<file path="config.mk">
export PLATFORM = sky130hd
export DESIGN_NAME = alu_sat_stage
export DESIGN_NICKNAME = d
export VERILOG_FILES = /design/src/rtl/alu_sat_stage.sv
export SDC_FILE = /design/constraint.sdc
export NUM_CORES = 1
export LEC_CHECK = 0
export CORE_ASPECT_RATIO = 1.1
export CORE_MARGIN = 4
export CORE_UTILIZATION = 48
export DETAILED_ROUTE_END_ITERATION = 8
export GPL_ROUTABILITY_DRIVEN = 0
export PLACE_DENSITY = 0.79
export REMOVE_ABC_BUFFERS = 1
export SETUP_SLACK_MARGIN = 0.4
export SYNTH_ARGS = -nofsm -noshare
export SYNTH_HDL_FRONTEND = slang
export SYNTH_SLANG_ARGS = --single-unit
</file>
<file path="constraint.sdc">
create_clock -name clk -period 2.45 [get_ports clk]
set_clock_uncertainty 0.1 [all_clocks]
set_input_delay 0.49 -clock clk [delete_from_list [all_inputs] [get_ports clk]]
set_output_delay 0.49 -clock clk [all_outputs]
set_load 0.005 [all_outputs]
</file>
<file path="src/rtl/alu_sat_stage.sv">
// Output stage after the addSub ALU: selects add/sub result, optionally saturates on overflow,
// buffers {data, ovf} in a 2-entry valid/ready FIFO and counts overflow beats.
// Saturation is compiled in only when ALU_SAT_STAGE_SATURATE_EN is defined.
module alu_sat_stage #(
   parameter int LEN   = 9,
   parameter int CNT_W = 16
) (
   input  logic             clk,
   input  logic             rstn,
   input  logic             in_valid,
   output logic             in_ready,
   input  logic             op,
   input  logic             in1_sign,
   input  logic [LEN-1:0]   add_res,
   input  logic [LEN-1:0]   sub_res,
   input  logic             ovf_add,
   input  logic             ovf_sub,
   output logic             out_valid,
   input  logic             out_ready,
   output logic [LEN-1:0]   out_data,
   output logic             out_ovf,
   output logic [CNT_W-1:0] ovf_count,
   input  logic             clr_count
);

   logic [LEN-1:0]   sel;
   logic             ovf_in;
   logic [LEN-1:0]   data_in;
   logic             push;
   logic             pop;

   logic [1:0]       count_q, count_d;
   logic             wr_ptr_q, wr_ptr_d;
   logic             rd_ptr_q, rd_ptr_d;
   logic [LEN-1:0]   mem_data_q [2];
   logic [LEN-1:0]   mem_data_d [2];
   logic             mem_ovf_q [2];
   logic             mem_ovf_d [2];
   logic [CNT_W-1:0] ovf_count_q, ovf_count_d;

   always_comb begin
      sel    = op ? sub_res : add_res;
      ovf_in = op ? ovf_sub : ovf_add;
   end

`ifdef ALU_SAT_STAGE_SATURATE_EN
   // in1_sign tells which way the true result ran off the range
   always_comb begin
      data_in = sel;
      if (ovf_in) begin
         data_in = in1_sign ? {1'b1, {(LEN-1){1'b0}}} : {1'b0, {(LEN-1){1'b1}}};
      end
   end
`else
   logic unused_sat_sign;
   assign unused_sat_sign = in1_sign;
   assign data_in = sel;
`endif

   assign in_ready  = (count_q != 2'd2);
   assign out_valid = (count_q != 2'd0);
   assign push      = in_valid && in_ready;
   assign pop       = out_valid && out_ready;

   assign out_data  = mem_data_q[rd_ptr_q];
   assign out_ovf   = mem_ovf_q[rd_ptr_q];
   assign ovf_count = ovf_count_q;

   always_comb begin
      count_d      = count_q;
      wr_ptr_d     = wr_ptr_q;
      rd_ptr_d     = rd_ptr_q;
      mem_data_d   = mem_data_q;
      mem_ovf_d    = mem_ovf_q;
      if (push) begin
         mem_data_d[wr_ptr_q] = data_in;
         mem_ovf_d[wr_ptr_q]  = ovf_in;
         wr_ptr_d             = wr_ptr_q + 1'b1;
      end
      if (pop) begin
         rd_ptr_d = rd_ptr_q + 1'b1;
      end
      if (push && !pop) begin
         count_d = count_q + 2'd1;
      end else if (pop && !push) begin
         count_d = count_q - 2'd1;
      end
   end

   // clear takes priority over a coincident overflow beat
   always_comb begin
      ovf_count_d = ovf_count_q;
      if (clr_count) begin
         ovf_count_d = '0;
      end else if (push && ovf_in && !(&ovf_count_q)) begin
         ovf_count_d = ovf_count_q + 1'b1;
      end
   end

   always_ff @(posedge clk or negedge rstn) begin
      if (!rstn) begin
         count_q       <= 2'd0;
         wr_ptr_q      <= 1'b0;
         rd_ptr_q      <= 1'b0;
         mem_data_q[0] <= '0;
         mem_data_q[1] <= '0;
         mem_ovf_q[0]  <= 1'b0;
         mem_ovf_q[1]  <= 1'b0;
         ovf_count_q   <= '0;
      end else begin
         count_q     <= count_d;
         wr_ptr_q    <= wr_ptr_d;
         rd_ptr_q    <= rd_ptr_d;
         mem_data_q  <= mem_data_d;
         mem_ovf_q   <= mem_ovf_d;
         ovf_count_q <= ovf_count_d;
      end
   end

endmodule

</file>
Word level (Yosys, flattened, before mapping)
Index checks and enable logic that the tools add are counted.

operators by class
  add/subtract/negate cells = 5
  $lt $le $gt $ge = 3
  equal/unequal tests = 1
  multiplexer cells = 18
  bitwise operators = 2
  reduce and logical (&&, ||, !) cells = 14

operators with widths
  operator               number
  $mux 9                 5
  $mux 16                2
  $bwmux 18              1
  $add 16x1->16 const B  1
  $reduce_and 16->1      1
  $demux 9 s1            1
  $logic_and 1x1->1      7
  $reduce_bool 2->1      3
  $mux 1                 5
  $ge 2x2->1 const B     2
  $mux 2                 2
  $not 1->2              2
  $logic_not 1->1        3
  $add 1x1->1 const B    2
  $add 2x1->2 const B    1
  $bwmux 2               1
  $lt 2x1->1 const B     1
  $ne 2x2->1 const B     1
  $sub 2x1->2 const B    1
  $demux 1 s1            1

word-level totals
  bits in registers = 40
  bits of input ports = 27
  output and inout port bits = 28
  logic and storage cells = 51

Longest topological paths before layout
Gate-level depths: netlist (run 1).

  depth in word-level cells = 6
  gate-level depth with buffers = 7
  depth with buffers taken out = 6

Least setup slack after synthesis (run 1)
OpenSTA, ideal clock, no wires.

  path type = input port to flip-flop
  from = input port op
  to = register ovf_count_q[11] (netlist: ovf_count[11])
  setup time = 128 ps
  arrival time = 1906 ps
  data required time = 2222 ps
  slack = 317 ps
  stages on the path = 6
  path buffers = 2
  cell sequence = buf_6 mux2i_1 or3_4 buf_6 nor4b_1 mux2_1

between the ends
  word-level cells in the longest chain between the ends = 4

ends and longest elaborated chain
  what                                line  text
  start: declaration                  12    input logic op,
  $mux 1                              43    ovf_in = op ? ovf_sub : ovf_add;
  $logic_and 1x1->1 (2 in series)     95    end else if (push && ovf_in && !(&ovf_count_q)) begin
  $reduce_bool 2->1 (no source line)  n/a
  end signal: assignment              116   ovf_count_q <= ovf_count_d;
  end: declaration                    39    logic [CNT_W-1:0] ovf_count_q, ovf_count_d;

Every way passes these cells.
A chain may end at the register's enable or synchronous reset.

Worst setup path after layout (run 1)
  from = register rd_ptr_q
  to = output port out_data[1]

between the ends
  word-level cells in the longest chain between the ends = 4

ends and longest elaborated chain
  what                                        line  text
  start: declaration                          34    logic rd_ptr_q, rd_ptr_d;
  start signal: assignment                    113   rd_ptr_q <= rd_ptr_d;
  $not 1->2 (not written as such)             65    assign out_data = mem_data_q[rd_ptr_q];
  $mux 9 (not written as such) (3 in series)  65
  end: declaration                            20    output logic [LEN-1:0] out_data,

Every way passes these cells. The select of a mux whose other input is x is not followed.

==> metrics, run 1 <==
pwr dens ~860 mW/mm^2; complex-gate fraction of the synthesized area 11.8%; fillcell total around 300; first-pass GRT wire length about 9.4 mm; H-tree depth 2; mux share of post-synthesis cell area 12.4%; r2r worst-path depth 5; Mapped Cells 214; YS warnings 0; via count of the first global-routing pass 1975; FF-to-FF setup slack around 0.47 ns; WL per Instance between 15 and 20 um; share of cells above drive strength 1 between 20% and 30%; fin worst setup slack roughly 0.38 ns; largest area contributor in the netlist dfrtp_1; ys flop type dfrtp_1; nets@finish 316; I/O Buffers 53; largest net degree at the start of global routing between 40 and 50; CP Class reg2out; placed wire-length estimate 3.45 mm; Worst Path Required ~1.9 ns; clock tree from TritonCTS yes; r2r endpoint ovf_count[5]$_DFFE_PN0P_; count leader, synth dfrtp_1; crit-path cells buf_4, buf_6, mux2_2, dlygate4sd2_1; clock root cell clkbuf_8; Hold Fails Final Rpt 0; Post-Place Cells 318; crit end category output pin; DRT Pass-1 Iters 4; Seq/Total Area, Yosys around half; Tcrit/Tclk final 84.5%; MaxCap Viol Count 0; Initial Util 51.0%; post-synthesis cell type count 35; RSZ-0062 raised after global routing yes; Num CTS Buffers 5; Seq cells post-synth 40; Adder-Cell Fraction of Synth Area around 1.2%; vias after detailed routing about 1900; Synth Area in XOR/XNOR approximately 1.7%; core area roughly 0.0041 sq mm; mean area per synthesized cell ~9.7 sq um; Post-synth EDFFs 0; Max Slew Vio Count 0; Finished Layout Cells 340; largest cells by area after synthesis dfrtp_1 48%, mux2_2 6.5%, a21oi_1 4.8%; Max Clk Rate approximately 0.48 GHz; Worst-Margin Slew 0.878 ns; via/cell ratio 5.66; largest family of logic cells by synthesized area simple AND/OR/NAND/NOR gates; Die Y 77.1 um; leak pwr between 0.001 and 0.0015 uW; commonest cells in the netlist 40 x dfrtp_1, 20 x a21oi_1, 19 x nand2_1; CP top delay family buffers and inverters; grt ovf 0; post-route minimum period slightly above 2 ns; CTS Hold Bufs 0; WP depth 4; WP data arrival between 1 and 1.5 ns; Multi-input gate area ~0.0011 sq mm; area grow syn2layout 46.7%; clk buf depth 2; Finish-stage setup viols 0; diode count 0; peak supply drop between 0.4 and 0.5 mV; die span in x a little over 70 um; Slew HR between 40% and 50%; Async SR Flop Fraction between 90% and 100%; Top Ports 55; Largest stage delay, worst path between 0.4 and 0.5 ns; Worst Path Buf+Inv 3; Netlist Area Pre-Place 0.00208 sq mm; Synth top area share roughly 48%; TritonCTS Sinks 40; simple-gate portion of the synthesized area between 20% and 30%; Worst path slowest cell dfrtp_2; Startpoint Class register; Clock Pin Slew Worst Setup and Hold Paths roughly 0.08 ns; pre-CTS setup slack -0.0638 ns; cell row count 24; CP Max Fanout 5; all-layer global routing usage a little over a fifth; antenna violations before repair 0; outcome completed; RR Startpoint count_q[1]$_DFFE_PN0P_; antenna viol nets, final 0; Layout Utilization 74.8%; worst hold path class in2async; Iteration-0 DRC Markers ~130; DRC 0; Die ar. about 0.0055 sq mm; Post-Route WL about 5.6 mm; Clock Latency Late Sink around 0.29 ns; FF/Latch Area 0.00100 sq mm
[how the worst max path moves through the flow]
stage	from	endpoint	slack, ns
floorplan	ovf_count[0]$_DFFE_PN0P_	ovf_count[4]$_DFFE_PN0P_	0.21
global route	rd_ptr_q$_DFFE_PN0P_	out_data[1]	0.31
detailed placement	op	ovf_count[9]$_DFFE_PN0P_	-0.06
finish	rd_ptr_q$_DFFE_PN0P_	out_data[1]	0.38
CTS	rd_ptr_q$_DFFE_PN0P_	out_data[3]	0.34
global placement	op	ovf_count[9]$_DFFE_PN0P_	-0.04
[area by class of cell]
cell class              instances  area share (%)
clock inverters                 1           0.983
clock buffers                   7            3.15
inverters                       4           0.491
well taps                      52            2.13
multi-input cells             158            37.4
flip-flops and latches         40            32.8
repair buffers                 78            23.0
[state kept, by name, summed over array words and instances (netlist names)]
register,flops
count_q,2
mem_data_q,18
mem_ovf_q,2
ovf_count,16
rd_ptr_q,1
wr_ptr_q,1
[per-stage QoR]
stage	setup TNS (ns)	power (uW)	cell area (sq um)	hold WS, ns
floorplan	0	1460	2020	0.0944
global placement	-0.0731	1950	2690	0.359
detailed placement	-0.0960	1980	2690	0.367
CTS	0	2590	3010	0.244
global route	0	2820	3060	0.274
finish	0	2630	3060	0.213
[cells by family (layout without fill, tap and decap cells)]
| logic type | Yosys count | after routing |
|---|---|---|
| xor gates and xnor gates | 4 | 4 |
| DFF | 40 | 40 |
| AOI/OAI and AO/OA | 44 | 44 |
| and+or+nand+nor | 84 | 84 |
| muxes | 24 | 24 |
| adders and majority gates | 2 | 2 |
| buffers and inverters | 16 | 90 |
[per-layer routing]
layer	part of all wire, %	track usage [%]
met1	42	27.2
met2	51	35.0
met3	6.0	5.62
met4	1.5	6.20
met5	0	0
[report_power, final]
part | switching, uW | internal [uW] | leakage (uW)
combinational | 486 | 583 | 0.000719
sequential | 103 | 862 | 0.000503
clock | 234 | 360 | 0.0000645
[cell usage in the layout (no fill, tap or decap), types with 4 or more instances in the layout]
master and count:
dfrtp_1 39, clkdlybuf4s50_1 36, buf_4 21, nand2_1 19, nor2_1 17, a21oi_1 17, o21ai_0 15, mux2_2 10
mux2i_1 10, dlygate4sd2_1 9, clkbuf_8 7, nand3_1 6, o31ai_1 5, clkbuf_2 5, inv_1 4, nor2b_1 4
nand4_1 4, and3_1 4, nor3_1 4
[what timing repair did]
item,CTS,global route
gates cloned,0,0
pin swaps,7,5
setup buffers,11,3
gates resized for setup,38,21
endpoints found under the setup margin,23,19
No activity file was read; power rests on OpenSTA's default activity.
==> run 2: changes to the inputs <==
==> constraint.sdc (replaced) <==
create_clock -name clk -period 2.1 [get_ports clk]
set_clock_uncertainty 0.1 [all_clocks]
set_input_delay 0.42 -clock clk [delete_from_list [all_inputs] [get_ports clk]]
set_output_delay 0.42 -clock clk [all_outputs]
set_load 0.005 [all_outputs]
==> metrics, run 2 (synthesis gave the netlist of run 1 again) <==
outcome completed; WL per Instance 24.6 um; vias after detailed routing between 2000 and 2500; Sw Ratio 35.5%; antenna viol nets, final 0; max reg flops 18; largest net degree at the start of global routing between 40 and 50; cell row count 24; Slew HR 64.9%; Max Clk Rate between 0.5 and 0.6 GHz; most frequent cells in the layout 51 x buf_4, 27 x dfrtp_1, 20 x clkdlybuf4s50_1; clock root cell clkbuf_8; NetSw between 1000 and 1500 uW; clk buf depth 2; leak pwr around 0.0017 uW; Largest Register mem_data_q; TritonCTS Sinks 40; via/cell ratio ~6.4; first-pass GRT wire length 11.2 mm; Worst path slowest cell or3_4; Layout Utilization between 90% and 100%; CP Class reg2reg; antenna violations before repair 0; CTS Hold Bufs 0; Initial Util roughly half; H-tree depth 2; Largest stage delay, worst path 0.41 ns; share of cells above drive strength 1 between 50 and 60%; Iteration-0 DRC Markers ~250; Hold Fails Final Rpt 0; core area approximately 0.0041 sq mm; area grow syn2layout 82.9%; Num CTS Buffers 5; crit-path cells and2b_2, or3_4, nor4b_4, mux2_4; DRC 0; Clock Pin Slew Worst Setup and Hold Paths about 0.08 ns; Clock Latency Late Sink 0.30 ns; post-route minimum period 1.99 ns; Clk pwr share roughly 16%; Comb power frac around 53%; Tcrit/Tclk final about 95%; Worst-Margin Slew 0.526 ns; DRT Pass-1 Iters 4; fillcell total about 120; MaxCap Viol Count 0; WHS a little under 0.09 ns; Post-Place Cells 323; Die Y around 77 um; Startpoint Class register; Worst Path Required ~2.2 ns; via count of the first global-routing pass ~2300; Post-Route WL 9.47 mm; CP Max Fanout 5; Finished Layout Cells 385; WP data arrival slightly above 2 ns; diode count 0; Top Ports between 50 and 60; die span in x between 70 and 80 um; peak supply drop 0.531 mV; overall power roughly 4000 uW; Worst Path Buf+Inv 0; internal power around 2600 uW; placed wire-length estimate around 3.6 mm; Finish-stage setup viols 0; worst hold path class in2async; all-layer global routing usage around 26%; RSZ-0062 raised after global routing yes; clock tree from TritonCTS yes; sequential share of power between 30% and 40%; Max Slew Vio Count 0; pwr dens between 1000 and 1500 mW/mm^2; nets@finish roughly 360; CP top delay family simple AND/OR/NAND/NOR gates; Die ar. around 0.0055 sq mm; crit end category register; most common cell after layout, fill and taps aside buf_4; grt ovf 0; I/O Buffers 53
-- run 2: cell count changes in the layout (fill, tap and decap cells not counted), sizes merged --
cell	delta
or3	+2
clkdlybuf4s50	-16
dlygate4sd2	+9
clkinv	+1
clkinvlp	+1
buf	+52
clkbuf	-2
dlymetal6s2s	-1
clkdlybuf4s15	-1
-- run 2: worst reg2reg max path: stages, from the launching register on --
cell and delay (ns):
dfrtp_1 0.38, and2b_2 0.27, or3_4 0.41, nor4b_4 0.35, mux2_4 0.36
-- run 2: final timing paths --
kind | endpoint | slack, ns | cells past startpoint | start
min in group clk | mem_data_q[12]$_DFFE_PN0P_ | 0.42 | 2 | mem_data_q[12]$_DFFE_PN0P_
worst min-delay path | mem_data_q[2]$_DFFE_PN0P_ | 0.09 | 2 | rstn
worst min register to register | mem_data_q[12]$_DFFE_PN0P_ | 0.42 | 2 | mem_data_q[12]$_DFFE_PN0P_
worst max-delay path | ovf_count[9]$_DFFE_PN0P_ | 0.11 | 4 | count_q[0]$_DFFE_PN0P_
max in group asynchronous | ovf_count[13]$_DFFE_PN0P_ | 1.42 | 2 | rstn
worst max register to register | ovf_count[9]$_DFFE_PN0P_ | 0.11 | 4 | count_q[0]$_DFFE_PN0P_
-- run 2: metrics by stage --
step	setup WS (ns)	setup TNS, ns	instance area [sq um]
after floorplan	-0.138	-0.857	2020
after global placement	-0.321	-2.86	2760
after detailed placement	-0.326	-2.93	2760
after CTS	0.197	0	3240
after global routing	0.0603	0	3810
final	0.110	0	3810
-- run 2: routing by layer --
layer	track usage, %	vias up	share of wire, %	routed length [um]
met5	0	-	0	0
met4	9.21	0	6.1	578
met3	6.41	63	7.5	707
met2	45.5	166	51	4850
met1	30.1	1222	35	3330
li1	-	1016	-	-
-- run 2: layout make-up --
class                           count  area, sq um  share of cell area [%]
Multi-Input combinational cell    160         1470                    38.6
Clock inverter                      3         42.5                    1.12
Timing Repair Buffer              121         1130                    29.7
Tap cell                           52         65.1                    1.71
Clock buffer                        5         68.8                    1.81
Sequential cell                    40         1020                    26.7
Inverter                            4         15.0                   0.394
-- run 2: power by group through the flow --
stage | clock network, uW | registers (uW) | logic, uW
global route | 691 | 1220 | 2230
CTS | 641 | 1120 | 1380
global placement | 0 | 1130 | 1230
floorplan | 0 | 1130 | 574
finish | 649 | 1200 | 2110
detailed placement | 0 | 1140 | 1270
-- run 2: timing repair --
action	CTS	global route
gates resized for setup	115	103
gates cloned	4	3
endpoints found under the setup margin	54	48
buffers inserted	27	20
pin swaps	17	36
==> patch: new RTL, config.mk and constraints of run 2 <==
Make the reset (`rstn`) synchronous in one clocked block.
--- a/src/rtl/alu_sat_stage.sv
+++ b/src/rtl/alu_sat_stage.sv
@@ -97,7 +97,7 @@
       end
    end
 
-   always_ff @(posedge clk or negedge rstn) begin
+   always_ff @(posedge clk) begin
       if (!rstn) begin
          count_q       <= 2'd0;
          wr_ptr_q      <= 1'b0;
Behaviour: differs if rstn is asserted again (counterexample within 4 cycles, from zero or initial values and one cycle with rstn low); with rstn held inactive, the same outputs for 10 cycles.
==> patch against run 2 <==
- sequential cell count is the same
- worst setup slack gained 160 ps
- wire length is 30% lower
- final area shrank 12%
- synthesized area shrank 1.3%
- sequential share of layout area fell by 1.0 points
- highest routed layer unchanged
Power is not compared: it rests on default switching activity, and its combinational part moved more than twofold at a synthesized area within 25%.
==> patch: results (changes against run 2) <==
| Metric | Value |
|---|---|
| XOR/XNOR Fraction of Synth Area | 1.277% (-0.40 points) |
| Max Fanout on Critical Path | 4 (-1) |
| Initial antenna violation count | 1 (+1) |
| List of most frequent post-synthesis cells | 40 x dfxtp_1, 31 x nand2_1, 20 x o211a_1, 15 x mux2i_1 |
| CP Launch Point | rd_ptr_q$_SDFFE_PN0P_ |
| Synth Area in Adders | 1.217% (+0.015 points) |
| Post-Route WL | 6589 microns (-30%) |
| DRT iter0 DRCs | 151 (-40%) |
| Vias in the first global route | 1959 (-15%) |
| # fillers | 230 (+95%) |
| Vias per Instance | 5.975 (-6.8%) |
| Critical path arrival | 1310 ps (-760 ps) |
| Met2 usage | 39.14% (-6.4 points) |
| Worst Max-Slew Pin Slew | 307.7 ps (-218.6 ps) |
| Final period util | 87.14% (-7.6 points) |
| GRT Resource Usage Total | 21.55% (-4.3 points) |
| Synth Area in Compound Gates | 17.27% (+5.4 points) |
| Share of cells above drive strength 1 | 40.59% (-16 points) |
| Placed inst area | 2734 sq um (-0.82%) |
| Nets | 331 (-8.3%) |
| Post-DP HPWL | 3642 microns (+1.0%) |
| GR Util met1 | 24.19% (-5.9 points) |
| DR WL met2 | 3329 microns (-31%) |
| Largest net degree at the start of global routing | 25 (-39%) |
| Status | complete, no violations |
| Post-synth cell types | 39 (+11%) |
| Register-to-Register Path Depth | 7 (+3) |
| Worst setup path end | out_ovf |
| Worst reg2reg path startpoint | ovf_count[1]$_SDFFE_PP0P_ |
| WL met1 | 2606 microns (-22%) |
| Largest cells by area after synthesis | dfxtp_1 39%, o211a_1 9.7%, mux2i_1 7.3% |
| First-pass GRT wire length | 9515 microns (-15%) |
| Post-CTS sizing | 104 (-9.6%) |
| Asr flop ratio synth | 0% (-100 points) |
[patch: changes by cell type in the layout (fill, tap and decap cells not counted), moves of 15 or more]
cell / change
nand2_1: +23
nor2_1: -15
buf_4: -21
dfxtp_4: +15
dfxtp_1: +21
o211a_1: +20
dfrtp_1: -27
[patch: worst max-delay path, cell delays in order (launching register included)]
cell and delay [ps]:
dfxtp_2 330, buf_6 130, buf_12 120, mux2_4 300
buf_6 120
[patch: final cells by class]
type / count / area share, %
Sequential cell: 40 / 25.65
Tap cell: 52 / 1.936
Inverter: 1 / 0.1117
Clock buffer: 6 / 2.457
Antenna cell: 1 / 0.07446
Timing Repair Buffer: 93 / 26.99
Multi-Input combinational cell: 161 / 42.48
Clock inverter: 2 / 0.2978
[patch: metrics by stage]
stage,cells,setup TNS (ps),hold WS [ps]
3_5_place_dp,324,-427.0,382.6
6_report,356,0,376.0
4_1_cts,345,0,379.0
2_1_floorplan,200,0,365.6
5_1_grt,356,0,415.3
3_3_place_gp,324,-144.9,375.4
